--- config.mk ---
export PLATFORM = sky130hd
export DESIGN_NAME = microwave_countdown
export DESIGN_NICKNAME = d
export VERILOG_FILES = /design/src/rtl/microwave_pkg.sv /design/src/rtl/bcd_time_alu.sv /design/src/rtl/microwave_countdown.sv
export SDC_FILE = /design/constraint.sdc
export NUM_CORES = 1
export LEC_CHECK = 0
export CORE_UTILIZATION = 59
export CTS_CLUSTER_DIAMETER = 100
export DETAILED_ROUTE_END_ITERATION = 8
export DONT_BUFFER_PORTS = 1
export GPL_TIMING_DRIVEN = 0
export PLACE_DENSITY = 0.78
export SKIP_LAST_GASP = 1
export SYNTH_ARGS = -nofsm -noshare
export SYNTH_HDL_FRONTEND = slang
export SYNTH_HIERARCHICAL = 1
export SYNTH_SLANG_ARGS = --single-unit
--- constraint.sdc ---
create_clock -name clk -period 3.25 [get_ports clk]
set_input_delay 0.325 -clock clk [delete_from_list [all_inputs] [get_ports clk]]
set_output_delay 0.325 -clock clk [all_outputs]
set_load 0.03 [all_outputs]
--- src/rtl/microwave_pkg.sv ---
// microwave_pkg
// Shared types and constants for the microwave countdown timer.
//   state_e    : controller states, with fixed encodings because the display
//                and debug logic read them directly from state_o
//   alu_op_e   : operation select for bcd_time_alu
//   bcd_time_t : the four BCD digits of an mm:ss time, most significant first
package microwave_pkg;

    typedef enum logic [2:0] {
        IDLE  = 3'd0,
        SET   = 3'd1,
        RUN   = 3'd2,
        PAUSE = 3'd3,
        DONE  = 3'd4
    } state_e;

    typedef enum logic [1:0] {
        OP_PASS  = 2'd0,
        OP_DEC1  = 2'd1,
        OP_ADD30 = 2'd2,
        OP_NORM  = 2'd3
    } alu_op_e;

    typedef struct packed {
        logic [3:0] min_t;   // minutes tens
        logic [3:0] min_u;   // minutes units
        logic [3:0] sec_t;   // seconds tens
        logic [3:0] sec_u;   // seconds units
    } bcd_time_t;

    localparam logic [3:0] SEC_T_MAX = 4'd5;
    localparam logic [3:0] DIGIT_MAX = 4'd9;

endpackage

--- src/rtl/bcd_time_alu.sv ---
// bcd_time_alu
// Combinational BCD arithmetic on an mm:ss time.
//   op_i   : OP_PASS  - time returned unchanged
//            OP_DEC1  - subtract one second with BCD borrow (00:00 stays 00:00)
//            OP_ADD30 - add QUICK_SEC_T tens of seconds, carrying into minutes
//            OP_NORM  - fold a seconds-tens digit above 5 into the minutes
//   time_i : input time digits
//   time_o : result digits; minute overflow saturates at MAX_MIN_T9:59
//   zero_o : result is 00:00
module bcd_time_alu
    import microwave_pkg::*;
#(
    parameter logic [3:0] QUICK_SEC_T = 4'd3,
    parameter logic [3:0] MAX_MIN_T   = 4'd9
) (
    input  alu_op_e   op_i,
    input  bcd_time_t time_i,
    output bcd_time_t time_o,
    output logic      zero_o
);

    bcd_time_t  res;
    logic       carry_min;
    logic [4:0] sec_sum;
    logic [4:0] sec_adj;

    always_comb begin
        res       = time_i;
        carry_min = 1'b0;
        sec_sum   = {1'b0, time_i.sec_t} + {1'b0, QUICK_SEC_T};
        sec_adj   = sec_sum - 5'd6;

        case (op_i)
            OP_DEC1: begin
                if (time_i != '0) begin
                    if (time_i.sec_u != 4'd0) begin
                        res.sec_u = time_i.sec_u - 4'd1;
                    end else begin
                        res.sec_u = DIGIT_MAX;
                        if (time_i.sec_t != 4'd0) begin
                            res.sec_t = time_i.sec_t - 4'd1;
                        end else begin
                            res.sec_t = SEC_T_MAX;
                            if (time_i.min_u != 4'd0) begin
                                res.min_u = time_i.min_u - 4'd1;
                            end else begin
                                res.min_u = DIGIT_MAX;
                                res.min_t = time_i.min_t - 4'd1;
                            end
                        end
                    end
                end
            end
            OP_ADD30: begin
                if (sec_sum > {1'b0, SEC_T_MAX}) begin
                    res.sec_t = sec_adj[3:0];
                    carry_min = 1'b1;
                end else begin
                    res.sec_t = sec_sum[3:0];
                end
            end
            OP_NORM: begin
                // Keypad entry allows 60..99 in the seconds field.
                if (time_i.sec_t > SEC_T_MAX) begin
                    res.sec_t = time_i.sec_t - 4'd6;
                    carry_min = 1'b1;
                end
            end
            default: ;
        endcase

        // One-minute carry shared by add and normalize.
        if (carry_min) begin
            if (time_i.min_u < DIGIT_MAX) begin
                res.min_u = time_i.min_u + 4'd1;
            end else if (time_i.min_t < MAX_MIN_T) begin
                res.min_u = 4'd0;
                res.min_t = time_i.min_t + 4'd1;
            end else begin
                res.min_t = MAX_MIN_T;
                res.min_u = DIGIT_MAX;
                res.sec_t = SEC_T_MAX;
                res.sec_u = DIGIT_MAX;
            end
        end
    end

    assign time_o = res;
    assign zero_o = (res == '0);

endmodule

--- src/rtl/microwave_countdown.sv ---
// microwave_countdown
// Keypad-entered mm:ss countdown controller driving the magnetron enable.
//   clk, rst_n          : clock, asynchronous active-low reset
//   sec_tick            : one-cycle pulse per second
//   key_valid/key_digit : keypad entry, digits above 9 ignored
//   start, stop         : one-cycle command pulses
//   door_open           : door sensor level
//   first_s..second_m   : registered BCD time digits (ss units .. mm tens)
//   magnetron_on        : registered, high exactly while in RUN
//   state_o             : current state encoding
module microwave_countdown
    import microwave_pkg::*;
#(
    parameter logic [3:0] QUICK_SEC_T = 4'd3,
    parameter logic [3:0] MAX_MIN_T   = 4'd9
) (
    input  logic       clk,
    input  logic       rst_n,
    input  logic       sec_tick,
    input  logic       key_valid,
    input  logic [3:0] key_digit,
    input  logic       start,
    input  logic       stop,
    input  logic       door_open,
    output logic [3:0] first_s,
    output logic [3:0] second_s,
    output logic [3:0] first_m,
    output logic [3:0] second_m,
    output logic       magnetron_on,
    output logic [2:0] state_o
);

    state_e    state_q, state_d;
    bcd_time_t time_q, time_d;
    logic      mag_q, mag_d;

    alu_op_e   alu_op;
    bcd_time_t alu_time;
    logic      alu_zero;
    bcd_time_t shifted;
    logic      key_ok;
    logic      start_ok;

    assign key_ok   = key_valid && (key_digit <= DIGIT_MAX);
    assign start_ok = start && !door_open;
    // Keypad entry scrolls in from the right; the old minutes-tens digit drops off.
    assign shifted  = '{min_t: time_q.min_u, min_u: time_q.sec_t,
                        sec_t: time_q.sec_u, sec_u: key_digit};

    // Operation select depends only on registered state and inputs, so the
    // ALU result can feed the next-state logic without a combinational loop.
    always_comb begin
        alu_op = OP_PASS;
        case (state_q)
            SET:     alu_op = OP_NORM;
            RUN:     alu_op = start ? OP_ADD30 : OP_DEC1;
            default: alu_op = OP_PASS;
        endcase
    end

    bcd_time_alu #(
        .QUICK_SEC_T (QUICK_SEC_T),
        .MAX_MIN_T   (MAX_MIN_T)
    ) u_alu (
        .op_i   (alu_op),
        .time_i (time_q),
        .time_o (alu_time),
        .zero_o (alu_zero)
    );

    always_comb begin
        state_d = state_q;
        time_d  = time_q;

        case (state_q)
            IDLE: begin
                if (stop) begin
                    time_d = '0;
                end else if (start_ok) begin
                    time_d  = '{min_t: 4'd0, min_u: 4'd0, sec_t: QUICK_SEC_T, sec_u: 4'd0};
                    state_d = RUN;
                end else if (key_ok) begin
                    time_d  = shifted;
                    state_d = SET;
                end
            end
            SET: begin
                if (stop) begin
                    time_d  = '0;
                    state_d = IDLE;
                end else if (start_ok) begin
                    if (alu_zero) begin
                        time_d  = '0;
                        state_d = IDLE;
                    end else begin
                        time_d  = alu_time;
                        state_d = RUN;
                    end
                end else if (key_ok) begin
                    time_d = shifted;
                end
            end
            RUN: begin
                // Door opening pauses before any start or tick is honoured.
                if (stop || door_open) begin
                    state_d = PAUSE;
                end else if (start) begin
                    time_d = alu_time;
                end else if (sec_tick) begin
                    time_d = alu_time;
                    if (alu_zero) begin
                        state_d = DONE;
                    end
                end
            end
            PAUSE: begin
                if (stop) begin
                    time_d  = '0;
                    state_d = IDLE;
                end else if (start_ok) begin
                    state_d = RUN;
                end
            end
            DONE: begin
                if (stop || start || key_valid) begin
                    time_d  = '0;
                    state_d = IDLE;
                end
            end
            default: begin
                time_d  = '0;
                state_d = IDLE;
            end
        endcase
    end

    assign mag_d = (state_d == RUN);

    always_ff @(posedge clk or negedge rst_n) begin
        if (!rst_n) begin
            state_q <= IDLE;
            time_q  <= '0;
            mag_q   <= 1'b0;
        end else begin
            state_q <= state_d;
            time_q  <= time_d;
            mag_q   <= mag_d;
        end
    end

    assign first_s      = time_q.sec_u;
    assign second_s     = time_q.sec_t;
    assign first_m      = time_q.min_u;
    assign second_m     = time_q.min_t;
    assign magnetron_on = mag_q;
    assign state_o      = state_q;

endmodule

==> out/metrics.csv <==
stage,metric,value,unit
status,run status,"complete, but fails checks",
worst_setup_path,crit-path max FO,10,
yosys,combinational family with the most area after synthesis,simple AND/OR/NAND/NOR gates,
yosys,cell type with the highest aggregate area in the netlist,dfrtp_1,
drt,first drt pass iteration count,4,
yosys,area share of the largest cell type after synthesis,19.5,%
die,overall die height,67.9,um
die,initial cell density of the core,62.8,%
yosys,Post-synth ARST share,100,%
place,final weighted congestion in routability-driven placement,0.964,
global_route,wire length of the first global-routing pass,11.8,mm
worst_setup_path,buffers and inverters on the worst path,3,
yosys,average size of a mapped cell,7.75,sq um
yosys,ys flop type,dfrtp_1,
sta,Slew HR,35.3,%
status,violations in the final reports,negative setup slack,
die,number of cell rows,23,
worst_setup_path,Setup crit end kind,flop,
cells_and_area,area overhead of the layout relative to synthesis,23.0,%
clock_tree,CTS tree,yes,
yosys,Synth Area in Compound Gates,28.3,%
sta,worst slew pin tran,0.968,ns
sta,worst path setup slack after routing,-0.380,ns
yosys,register area share after synthesis,19.5,%
drt,total vias in the final route,2757,
worst_setup_path,critical path type,flop to flop,
die,die extent in x,67.9,um
worst_setup_path,required time of the critical path,3.40,ns
yosys,"share of synthesized cell area in full adder, half adder and majority cells",6.83,%
yosys,area of the mapped netlist,2560,sq um
yosys,simple-gate area share of the yosys netlist,31.5,%
cells_and_area,final core utilization,77.2,%
worst_setup_path,most frequent cell on the critical path,buf_6,
yosys,cell count after synthesis,331,
cells_and_area,ant diodes,0,
yosys,post-synth cell types,70,
clock_tree,buffer cell driving the clock tree root,clkbuf_8,
yosys,syn_nets,356,
cells_and_area,layout cells sized above 1,28.2,%
cells_and_area,final-stage net count,388,
yosys,number of enable-type register cells in the synthesized netlist,0,
die,Die Footprint,4620,sq um
sta,minimum hold slack,0.296,ns
sta,RSZ-0062 raised after global routing,true,
worst_setup_path,type of origin of the critical path,flop,
place,number of buffers inserted by port buffering,0,
die,Top Ports,31,
sta,maximum achievable frequency,275,MHz
drt,number of DRC violations after detailed-routing iteration 0,301,
clock_tree,"Clk pin slew, worst setup/hold paths",0.08,ns
run,maxcap violations,0,
clock_tree,clk sinks,20,
worst_setup_path,slowest cell on the critical path,dfrtp_2,
worst_setup_path,Critical Path Max Stage Delay,0.48,ns
drt,number of vias per cell after detailed routing,6.69,
worst_setup_path,worst path cell trace,buf_4 > nand2b_1 > o21ai_2 > and2b_1 > nor3b_4 > buf_6 > nand3_2 > o41ai_2 > o211ai_1 > a22oi_2 > nand4bb_4 > nor3_4 > o41ai_4 > nor2b_4 > buf_6 > a221o_1,
hold_path,type of the worst min-delay path,input port to flop,
global_route,number of global-route vias before repair,2473,
global_route,total routing usage reported by global routing,34.0,%
place,Post-DP HPWL,5.14,mm
clock_tree,H-tree Lvls,1,
yosys,post-synthesis register bit count,20,
sta,fin. max-slew vios,0,
global_route,initial antenna violation count,0,
yosys,top post-synthesis cells by area,"dfrtp_1 20%, nand2_1 7.2%, ha_1 6.8%",
die,CORE AREA,4090,sq um
global_route,largest net degree at the start of global routing,21,
drt,Antenna Violating Nets Remaining,0,
yosys,share of the synthesized netlist area taken by xor and xnor gates,2.05,%
sta,Clock Skews,0.00662,ns
worst_setup_path,kind of cell adding the most delay to the critical path,simple AND/OR/NAND/NOR gates,
clock_tree,maximum buffer depth of the clock tree,2,
clock_tree,number of buffers inserted during clock tree synthesis,3,
yosys,share of synthesized area spent on multiplexers,4.20,%
drt,Routed WL,7.76,mm
cells_and_area,area of all placed cells without fillers,3160,sq um
drt,post-DR wirelength/cell,18.8,um
global_route,aggregate global routing overflow,0,
sta,final setup violation count,19,
sta,portion of the clock cycle consumed by the worst path in the final layout,112,%
worst_setup_path,critical path arrival,3.78,ns
sta,post-layout minimum cycle time,3.63,ns
drt,remaining design rule violation count,0,
clock_tree,clock latency on the worst-skew pair,0.27,ns
yosys,yosys synthesis warning count,6,
place,area of placed instances,2700,sq um
place,pre-CTS WS,-0.630,ns
sta,number of endpoints with negative hold slack in the final report,0,
cells by family (layout without fill, tap and decap cells):
family                   after synthesis  count (layout)
AND/OR/NAND/NOR                      148             148
AO/OA/AOI/OAI                         97              97
flip-flops                            20              20
multiplexers                          10              10
buffers and inverters                 36              67
XOR/XNOR                               6               6
adder cells (fa/ha/maj)               14              14
timing repair:
action,4_1_cts,5_1_grt
gates resized for setup,29,20
cloned,1,1
setup buffers,16,8
endpoints found under the setup margin,19,19
pin swaps,19,22
hold buffers,1,0
hold endpoints to repair,20,0
cell type report:
cell class,instances,area (sq um)
buffer,16,130
clock buffer,3,41.3
clock inverter,1,30.0
fill,302,931
inverter,20,85.1
multi-input combinational,275,2080
sequential,20,509
tap,50,62.6
timing repair buffer,27,220
cell usage in the layout, fill, tap and decap left out, drive strengths merged, types with 5 or more instances in the layout:
cell type	count
buf	36
inv	20
o2bb2ai	7
o21ai	12
mux2i	7
or3	6
nor2	24
xnor2	5
a221o	13
nor2b	7
nand3	12
nand2	50
clkbuf	9
nand4	5
o211ai	8
nor3	8
a21oi	30
ha	14
nand2b	6
nor4	7
and2	6
dfrtp	20
cell usage after synthesis (3+ instances only):
library cell and instances:
nor3_2 3, nor2b_1 6, nand2_1 49, nand4_1 5, mux2i_1 7, a221o_1 13, nand2b_1 6, buf_6 4
nor4_1 7, xnor2_1 5, dfrtp_1 20, o31ai_1 3, a31oi_1 4, o21ai_0 12, and2_1 4, buf_2 5
o2bb2ai_1 6, or3_1 4, nor2_1 23, ha_1 14, inv_1 19, a21oi_1 29, nor3_1 5, nand3_1 11
o211ai_1 8, clkbuf_1 4
final timing paths:
kind,start,to,slack (ns),cells after the start
setup / recovery,state_o[1]$_DFF_PN0_,second_m[0]$_DFFE_PN0P_,-0.38,16
hold / removal,door_open,state_o[2]$_DFF_PN0_,0.30,3
setup reg to reg,state_o[1]$_DFF_PN0_,second_m[0]$_DFFE_PN0P_,-0.38,16
hold reg to reg,second_s[1]$_DFFE_PN0P_,second_s[1]$_DFFE_PN0P_,0.82,1
max in group asynchronous,rst_n,state_o[0]$_DFF_PN0_,1.94,1
min in group asynchronous,rst_n,second_s[2]$_DFFE_PN0P_,0.66,1
sequential cells by signal (all words and copies together), names as in the netlist:
signal and flops:
state_o 3, first_s 4, magnetron_on 1, second_s 4
first_m 4, second_m 4
worst min-delay path: cells and delay by family:
kind | cells | cell delay [ns]
simple gates | 2 | 0.08
compound gates | 1 | 0.10
metrics by stage:
step,TNS [ns],instances
floorplan,-1.05,331
finish,-5.66,412
detailed placement,-9.62,381
global placement,-8.39,381
global route,-9.41,412
CTS,-4.17,403
routing by layer:
layer  global-route usage, %  vias to the layer above  wire length, um
met5                       0                        -                0
met4                    9.64                        0              139
met3                    3.17                       19              487
met2                    59.1                      137             3770
met1                    44.4                     1305             3360
li1                        -                     1296                -
Power is left out: the tool's default activity adds up to more than one toggle a clock period on the data nets, which glitch-free logic cannot reach.
